**src/rtl/uart_pkg.sv**
```systemverilog
// uart_pkg: definitions shared by the UART transmit-side blocks.
//   DATA_WD      - default byte width, shared with uart_tx.
//   sch_state_t  - one-hot state encoding of the uart_tx_sched FSM.
//   rr_wrap      - folds an index in [0, 2*n) back into [0, n).
package uart_pkg;

  localparam int unsigned DATA_WD = 8;

  typedef enum logic [4:0] {
    SCH_IDLE      = 5'b00001,
    SCH_GRANT     = 5'b00010,
    SCH_START     = 5'b00100,
    SCH_WAIT_DONE = 5'b01000,
    SCH_RELEASE   = 5'b10000
  } sch_state_t;

  function automatic int unsigned rr_wrap(input int unsigned idx, input int unsigned n);
    return (idx >= n) ? idx - n : idx;
  endfunction

endpackage

```
**src/rtl/uart_tx_sched_rr_arbiter.sv**
```systemverilog
// rr_arbiter: combinational round-robin priority search.
//   req       - request vector.
//   rr_ptr    - index where the search starts (wraps upward).
//   grant     - one-hot winner (zero when nothing is requested).
//   grant_idx - index of the winner.
//   any       - at least one request is set.
module rr_arbiter
  import uart_pkg::*;
#(
  parameter int unsigned N_REQ = 4
) (
  input  logic [N_REQ-1:0]         req,
  input  logic [$clog2(N_REQ)-1:0] rr_ptr,
  output logic [N_REQ-1:0]         grant,
  output logic [$clog2(N_REQ)-1:0] grant_idx,
  output logic                     any
);

  localparam int unsigned IDW = $clog2(N_REQ);

  int unsigned idx;

  always_comb begin
    grant     = '0;
    grant_idx = '0;
    any       = 1'b0;
    idx       = 0;
    for (int unsigned i = 0; i < N_REQ; i++) begin
      idx = rr_wrap(32'(rr_ptr) + i, N_REQ);
      if (!any && req[IDW'(idx)]) begin
        any                = 1'b1;
        grant[IDW'(idx)]   = 1'b1;
        grant_idx          = IDW'(idx);
      end
    end
  end

endmodule

```
**src/rtl/uart_tx_sched.sv**
```systemverilog
// uart_tx_sched: round-robin scheduler sharing one uart_tx among N_REQ
// byte producers.
//   clk, rst     - clock; asynchronous active-high reset.
//   req          - level request per requester, held until its gnt.
//   req_data     - byte of requester i at [i*data_wd +: data_wd].
//   gnt          - one-cycle one-hot pulse: byte captured.
//   tx_start     - start strobe to the transmitter.
//   tx_din       - byte to the transmitter, stable for the whole frame.
//   tx_busy      - busy flag from the transmitter.
//   frame_done   - one-cycle pulse on frame completion (tx_busy fall).
//   cur_id       - requester currently being served.
//   sched_busy   - high outside IDLE.
//   err_timeout  - sticky: transmitter never started within START_TIMEOUT.
module uart_tx_sched
  import uart_pkg::*;
#(
  parameter int unsigned N_REQ         = 4,
  parameter int unsigned data_wd       = DATA_WD,
  parameter int unsigned START_TIMEOUT = 64
) (
  input  logic                       clk,
  input  logic                       rst,
  input  logic [N_REQ-1:0]           req,
  input  logic [N_REQ*data_wd-1:0]   req_data,
  output logic [N_REQ-1:0]           gnt,
  output logic                       tx_start,
  output logic [data_wd-1:0]         tx_din,
  input  logic                       tx_busy,
  output logic                       frame_done,
  output logic [$clog2(N_REQ)-1:0]   cur_id,
  output logic                       sched_busy,
  output logic                       err_timeout
);

  localparam int unsigned IDW = $clog2(N_REQ);
  localparam int unsigned CW  = $clog2(START_TIMEOUT);
  localparam logic [CW-1:0]  CNT_LAST = CW'(START_TIMEOUT - 1);
  localparam logic [IDW-1:0] ID_LAST  = IDW'(N_REQ - 1);

  sch_state_t       state_q, state_d;
  logic [IDW-1:0]   rr_ptr_q;
  logic [CW-1:0]    cnt_q;
  logic             busy_prev_q;
  logic [N_REQ-1:0] req_snap_q;

  logic [N_REQ-1:0] win_grant;
  logic [IDW-1:0]   win_idx;
  logic             win_any;
  logic [IDW-1:0]   next_ptr;

  logic do_grant;
  logic cnt_inc;
  logic set_err;
  logic done_pulse;

  // Arbitration runs on the request vector seen in the last IDLE cycle, so a
  // requester dropping req during GRANT still has its capture completed.
  rr_arbiter #(
    .N_REQ (N_REQ)
  ) u_arb (
    .req       (req_snap_q),
    .rr_ptr    (rr_ptr_q),
    .grant     (win_grant),
    .grant_idx (win_idx),
    .any       (win_any)
  );

  assign next_ptr = (win_idx == ID_LAST) ? '0 : win_idx + IDW'(1);

  always_comb begin
    state_d    = state_q;
    do_grant   = 1'b0;
    cnt_inc    = 1'b0;
    set_err    = 1'b0;
    done_pulse = 1'b0;
    case (state_q)
      SCH_IDLE: begin
        if (|req) state_d = SCH_GRANT;
      end
      SCH_GRANT: begin
        do_grant = win_any;
        state_d  = win_any ? SCH_START : SCH_RELEASE;
      end
      SCH_START: begin
        if (tx_busy) begin
          state_d = SCH_WAIT_DONE;
        end else if (cnt_q == CNT_LAST) begin
          set_err = 1'b1;
          state_d = SCH_RELEASE;
        end else begin
          cnt_inc = 1'b1;
        end
      end
      SCH_WAIT_DONE: begin
        if (busy_prev_q && !tx_busy) begin
          done_pulse = 1'b1;
          state_d    = SCH_RELEASE;
        end
      end
      SCH_RELEASE: begin
        state_d = SCH_IDLE;
      end
      default: begin
        state_d = SCH_IDLE;
      end
    endcase
  end

  always_ff @(posedge clk or posedge rst) begin
    if (rst) begin
      state_q     <= SCH_IDLE;
      rr_ptr_q    <= '0;
      cnt_q       <= '0;
      busy_prev_q <= 1'b0;
      req_snap_q  <= '0;
      gnt         <= '0;
      tx_din      <= '0;
      frame_done  <= 1'b0;
      cur_id      <= '0;
      err_timeout <= 1'b0;
    end else begin
      state_q     <= state_d;
      busy_prev_q <= tx_busy;
      gnt         <= '0;
      frame_done  <= done_pulse;
      if (state_q == SCH_IDLE) req_snap_q <= req;
      if (do_grant) begin
        gnt      <= win_grant;
        cur_id   <= win_idx;
        tx_din   <= req_data[win_idx*data_wd +: data_wd];
        rr_ptr_q <= next_ptr;
        cnt_q    <= '0;
      end else if (cnt_inc) begin
        cnt_q <= cnt_q + CW'(1);
      end
      if (set_err) err_timeout <= 1'b1;
    end
  end

  assign tx_start   = (state_q == SCH_START);
  assign sched_busy = (state_q != SCH_IDLE);

endmodule

```
**config.mk**
```make
export PLATFORM = sky130hd
export DESIGN_NAME = uart_tx_sched
export DESIGN_NICKNAME = d
export VERILOG_FILES = /design/src/rtl/uart_pkg.sv /design/src/rtl/uart_tx_sched_rr_arbiter.sv /design/src/rtl/uart_tx_sched.sv
export SDC_FILE = /design/constraint.sdc
export NUM_CORES = 1
export LEC_CHECK = 0
export BUFFER_PORTS_ARGS = -buffer_cell sky130_fd_sc_hd__buf_2
export CAP_MARGIN = 20
export CORE_MARGIN = 2
export CORE_UTILIZATION = 48
export CTS_BUF_LIST = sky130_fd_sc_hd__clkbuf_2
export DETAILED_ROUTE_END_ITERATION = 6
export PLACE_DENSITY = 0.73
export SYNTH_ARGS = -nofsm -noshare
export SYNTH_HDL_FRONTEND = slang
export SYNTH_SLANG_ARGS = --single-unit
```
**constraint.sdc**
```tcl
create_clock -name clk -period 3 [get_ports clk]
set_input_delay 0.45 -clock clk [delete_from_list [all_inputs] [get_ports clk]]
set_output_delay 0.45 -clock clk [all_outputs]
set_load 0.02 [all_outputs]
```
==> impl_metrics.yaml, run 1 <==
status:
  status: "complete, no violations"
die:
  ios: 57
  die_w_um: 73.09
  die-area_um2: 5341
  start_util_pct: 49.15
  die_h_um: 73.09
  num_rows: 25
  core_area_um2: 4661
setup_path:
  crit_chain: "inv_1 -> ha_1 -> mux4_2 -> nor2_1 -> nand2_1 -> a221o_1 -> o32ai_2 -> a211oi_2"
  worstPathRequired_ns: 3.25
  path_buf_inv: 1
  cp-end-kind: "flip-flop"
  reg2reg_from: "rr_ptr_q[1]$_DFFE_PP0P_"
  crit_type: "flip-flop to flip-flop"
  cpPeakStageDelay_ns: 0.65
  cp_max_fo: 14
  timing.critical_path.from_type: "flip-flop"
  crit_slowest_cell: "mux4_2"
  critPathTopFamily: "multiplexers"
  crit_cells: 8
  arrival_ns: 3.09
  r2r_cells: 8
  crit_start: "rr_ptr_q[1]$_DFFE_PP0P_"
cells_and_area:
  seq_area_um2: 852.1
  nets: 342
  nFillCells: 418
  final_common_cell: "buf_2"
  drive_gt1_share_pct: 31.53
  multi_input_area_um2: 1324
  fin_util_pct: 56.70
  mostFrequentLayoutCells: "buf_2, dfrtp_1, nor2_1, nand2_1, a221oi_1"
  stdcell_area_um2: 2643
  antenna_cells: 0
  syn_to_final_growth_pct: 15.35
global_routing:
  grt_pass1_vias: 1848
  grt_pass1_wl_mm: 8.376
  grt_max_degree: 22
  antenna_found_initial: 0
  grt_use_total_pct: 20.35
  grt_overflow_total: 0
clock_tree:
  cts.htree.levels: 2
  clock_sink_count: 34
  clk_pin_slew_ns: 0.19
  clock_path_buffers: 2
  root_buffer: "clkbuf_2"
  clk_latency_ns: 0.40
  cts_tree: "built"
  cts_buffers: 5
power:
  power_mw: 3.330
  leakage_nw: 1.251
  power_density_nw_per_um2: 1260
  irDropWorstVdd_mv: 0.7177
logic_synthesis:
  yosys.area.top_type: "dfrtp_1"
  yosys.area.top_type_share_pct: 36.05
  synth-edff-count: 0
  ys_warn_count: 0
  synth-seq-cells: 34
  synth_top_flop_cell: "dfrtp_1"
  syn_area_um2: 2291
  async_reset_ff_share_pct: 100.0
  syn_area_per_cell_um2: 9.506
  synth_nets: 289
  synthCells: 241
  synth-seq-area-share_pct: 37.19
  synth.distinct_cells: 57
  yosys-top-cells-area: "dfrtp_1, a221oi_1, ha_1"
timing:
  setup_viol: 0
  tns_ns: 0
  worstMarginPinSlew_ns: 0.7737
  drv_slew: 0
  rsz0062_at_grt: "no"
  fin_ws_ns: 0.1545
  period_needed_ns: 2.846
  fin_skew_ns: 0.02552
  relSlewSlack_pct: 48.31
  fmax_mhz: 351.4
  fin_crit_sh_pct: 94.85
  hold_viol_final: 0
drt:
  route.detailed.drc: 0
  vias: 1995
  wl_mm: 5.071
  vias_per_cell: 5.716
  dr.pass1.iters: 5
  wire_per_inst_um: 14.53
  drt_iter0_drc: 86
  ant_nets: 0
placement:
  hpwlAfterDp_mm: 3.595
  placed_area_um2: 2589
  port-buffer-count: 56
  preCtsSetupSlack_ns: 0.2178
  place_congestion: 0.9273
flow_run:
  drv_cap: 0
min_path:
  hp-class: "primary input to async pin"
layer usage:
| layer | vias to the layer above | global-route usage [%] | part of all wire [%] |
|---|---|---|---|
| met3 | 5 | 4.834 | 5.6 |
| li1 | 989 | - | - |
| met5 | - | 0 | 0 |
| met2 | 64 | 32.63 | 47 |
| met1 | 937 | 26.71 | 46 |
| met4 | 0 | 7.407 | 1.1 |
power by group:
part | internal, mW | switching [mW]
Clock | 0.0585 | 0.165
Combinational | 0.981 | 1.35
Sequential | 0.622 | 0.149
Total | 1.66 | 1.67
sequential cells by signal, summed over array words and instances (netlist names), 2 cells and up:
name	flops
cnt_q	6
cur_id	2
gnt	4
req_snap_q	4
rr_ptr_q	2
state_q	5
tx_din	8
timing repair:
| item | 4_1_cts | 5_1_grt |
|---|---|---|
| endpoints found under the hold margin | 0 | 0 |
| setup buffers | 0 | 1 |
| hold buffers | 0 | 0 |
| resized for setup | 0 | 0 |
| endpoints found under the setup margin | 0 | 1 |
metrics by stage:
stage	std cells	hold slack [ns]
floorplan	241	0.4083
global placement	339	0.4157
detailed placement	339	0.4251
CTS	347	0.1216
global route	349	0.1494
finish	349	0.1167
kinds of logic after synthesis:
group           Yosys count  share of synthesized area, %
compound gates           58                         20.37
xor+xnor                  6                         2.294
fa+ha+maj                 9                         4.915
buf+inv                  25                         5.297
flops                    34                         37.19
mux                      14                         8.793
simple gates             95                         21.14
cell usage after synthesis, types with 4 or more instances:
master / instances
or3_1: 5
dfrtp_1: 33
xnor2_1: 4
mux2_2: 5
a21oi_1: 7
a221oi_1: 14
o21ai_0: 4
inv_1: 7
nor2_1: 26
a22oi_1: 4
mux4_2: 4
o31ai_1: 6
ha_1: 9
clkbuf_1: 10
nand2_1: 21
nor3_1: 10
mux2i_1: 4
nand3b_1: 4
and2_1: 10
cell type report:
cell class	instances	share of cell area, %
inverter	7	0.9943
tap	54	2.557
timing repair buffer	63	12.59
clock inverter	2	0.3788
multi-input combinational	183	50.09
sequential	34	32.24
clock buffer	6	1.136
path summary, 6_finish.rpt:
| kind | to | slack, ns |
|---|---|---|
| max reg2reg | tx_din[4]$_DFFE_PP0P_ | 0.15 |
| min reg2reg | state_q[3]$_DFFE_PP0P_ | 0.46 |
| min | busy_prev_q$_DFF_PP0_ | 0.12 |
| max in group asynchronous | state_q[0]$_DFFE_PP1P_ | 2.11 |
| max | tx_din[4]$_DFFE_PP0P_ | 0.15 |
| min in group clk | busy_prev_q$_DFF_PP0_ | 0.20 |
(Power assumes the default switching activity.)
==> run 2, diff against run 1 <==
--- a/config.mk
+++ b/config.mk
@@ -12,6 +12,7 @@
 export CTS_BUF_LIST = sky130_fd_sc_hd__clkbuf_2
 export DETAILED_ROUTE_END_ITERATION = 6
 export PLACE_DENSITY = 0.73
+export SETUP_SLACK_MARGIN = 0.2
 export SYNTH_ARGS = -nofsm -noshare
 export SYNTH_HDL_FRONTEND = slang
 export SYNTH_SLANG_ARGS = --single-unit
==> run 2 against run 1 <==
Compared with the run above: maximum frequency up 6.0%; clock power increased by 74%; combinational power grew 4%; critical path depth is the same; clock skew rose by 0.0016 ns; clock-buffer cell count shrank 1; die area stayed put; sequential share of layout area shrank 1.0 points; via count is 1.7% higher; flip-flop and latch count stayed put; hold slack got worse by 0.015 ns; cell area rose by 3.4%; critical path type unchanged; largest cell class unchanged; largest power group unchanged; highest routed layer unchanged.
==> impl_metrics.yaml, run 2 (synthesis results as in run 1) <==
clock_tree:
  clock_path_buffers: 2
  cts_tree: "built"
  clk_pin_slew_ns: 0.19
  clock_sink_count: 34
  cts.htree.levels: 2
  clk_latency_ns: 0.39
  cts_buffers: 5
  root_buffer: "clkbuf_2"
drt:
  dr.pass1.iters: 5
  ant_nets: 0
  wire_per_inst_um: 14.28
  wl_mm: 5.013
  vias_per_cell: 5.778
  drt_iter0_drc: 120
  vias: 2028
  route.detailed.drc: 0
cells_and_area:
  drive_gt1_share_pct: 33.00
  fin_cells: 351
  mostFrequentLayoutCells: "buf_2, dfrtp_1, nor2_1, nand2_1, a221oi_1"
  syn_to_final_growth_pct: 19.22
  nets: 344
  fin_util_pct: 58.60
  final_common_cell: "buf_2"
  regMostFlops: "tx_din"
  largest_reg_flops: 8
  top_regs: "tx_din x8, cnt_q x6, state_q x5"
  antenna_cells: 0
timing:
  fin_crit_sh_pct: 89.48
  fmax_mhz: 372.5
  tns_ns: 0
  fin_skew_ns: 0.02708
  rsz0062_at_grt: "no"
  setup_viol: 0
  period_needed_ns: 2.684
  drv_slew: 0
  relSlewSlack_pct: 48.20
  hold_viol_final: 0
  worstMarginPinSlew_ns: 0.7754
setup_path:
  crit_start: "rr_ptr_q[1]$_DFFE_PP0P_"
  path_buf_inv: 1
  cpPeakStageDelay_ns: 0.63
  cp-end-kind: "flip-flop"
  critPathTopFamily: "multiplexers"
  crit_chain: "inv_1 -> ha_4 -> mux4_2 -> nor2b_4 -> mux2_4 -> a221o_1 -> o32ai_2 -> a211oi_2"
  timing.critical_path.from_type: "flip-flop"
  r2r_cells: 8
  cp_max_fo: 9
  crit_cells: 8
  worstPathRequired_ns: 3.26
  crit_slowest_cell: "mux4_2"
  reg2reg_from: "rr_ptr_q[1]$_DFFE_PP0P_"
  arrival_ns: 2.95
  crit_type: "flip-flop to flip-flop"
global_routing:
  met3_usage_pct: 5.110
  grt_use_total_pct: 20.49
  grt_max_degree: 35
  grt_pass1_vias: 1856
  grt_pass1_wl_mm: 8.542
  antenna_found_initial: 0
  grt_overflow_total: 0
  grtUsageMet2_pct: 31.63
  busiest_layer: "met2"
  groute.layer.met1.usage_pct: 27.62
power:
  irDropWorstVdd_mv: 0.6927
  clockPowerShare_pct: 10.8
  switching_power_mw: 1.699
  seqPwrFrac_pct: 21.4
  p_comb_share_pct: 67.8
  swShare_pct: 47.22
  internal_power_mw: 1.899
  power_density_nw_per_um2: 1318
  leakage_nw: 1.283
die:
  die_w_um: 73.09
  ios: 57
  start_util_pct: 49.15
  die_h_um: 73.09
  core_area_um2: 4661
  num_rows: 25
  die-area_um2: 5341
flow_run:
  drv_cap: 0
min_path:
  hp-class: "primary input to async pin"
placement:
  place_congestion: 0.8791
  dp.cells: 340
  hpwlAfterDp_mm: 3.595
  port-buffer-count: 56
status:
  status: "complete, no violations"
run 2: metal layers:
| metal | share of wire [%] | vias to the layer above |
|---|---|---|
| met5 | 0 | - |
| met4 | 1.4 | 0 |
| met3 | 6.1 | 6 |
| met2 | 47 | 69 |
| met1 | 45 | 950 |
| li1 | - | 1003 |
run 2: layout make-up:
cell class | instances | area, um^2
Timing Repair Buffer | 66 | 355.3
Sequential cell | 34 | 852.1
Inverter | 7 | 26.28
Tap cell | 54 | 67.56
Fill cell | 402 | 1929
Clock buffer | 5 | 25.02
Multi-Input combinational cell | 182 | 1336
Clock inverter | 3 | 68.82
run 2: worst reg2reg max path, delay by kind of cell, from the launching register on:
| kind | cells | cell delay [ns] |
|---|---|---|
| AO/OA/AOI/OAI | 3 | 0.51 |
| AND/OR/NAND/NOR | 1 | 0.27 |
| buffers and inverters | 1 | 0.11 |
| adder cells (fa/ha/maj) | 1 | 0.32 |
| multiplexers | 2 | 0.95 |
| flip-flops | 1 | 0.40 |
run 2: worst paths after layout:
check	endpoint	slack [ns]
worst max-delay path	tx_din[4]$_DFFE_PP0P_	0.32
worst max register to register	tx_din[4]$_DFFE_PP0P_	0.32
worst min-delay path	frame_done$_DFF_PP0_	0.10
max in group asynchronous	gnt[1]$_DFF_PP0_	2.57
worst min register to register	state_q[3]$_DFFE_PP0P_	0.45
min in group clk	busy_prev_q$_DFF_PP0_	0.21
run 2: timing repair:
item	in CTS	in global routing
setup endpoints to repair	0	8
resized for setup	0	2
hold buffers	0	0
buffers inserted	0	3
run 2: power by group through the flow:
stage          Clock, mW  Sequential (mW)  Combinational, mW
3_3_place_gp           0            0.774               2.30
3_5_place_dp           0            0.779               2.33
2_1_floorplan          0            0.822               1.87
5_1_grt            0.420            0.791               2.72
6_report           0.388            0.770               2.44
4_1_cts            0.400            0.771               2.34
run 2: through the flow:
stage | cell area [um^2] | worst slack (ns) | total power [mW] | hold WS (ns)
after floorplan | 2303 | 0.2043 | 2.689 | 0.4083
after global placement | 2609 | 0.3851 | 3.075 | 0.4134
after detailed placement | 2609 | 0.2933 | 3.112 | 0.4234
after CTS | 2703 | 0.2481 | 3.512 | 0.09177
after global routing | 2731 | 0.2133 | 3.930 | 0.1272
final | 2731 | 0.3157 | 3.599 | 0.1014
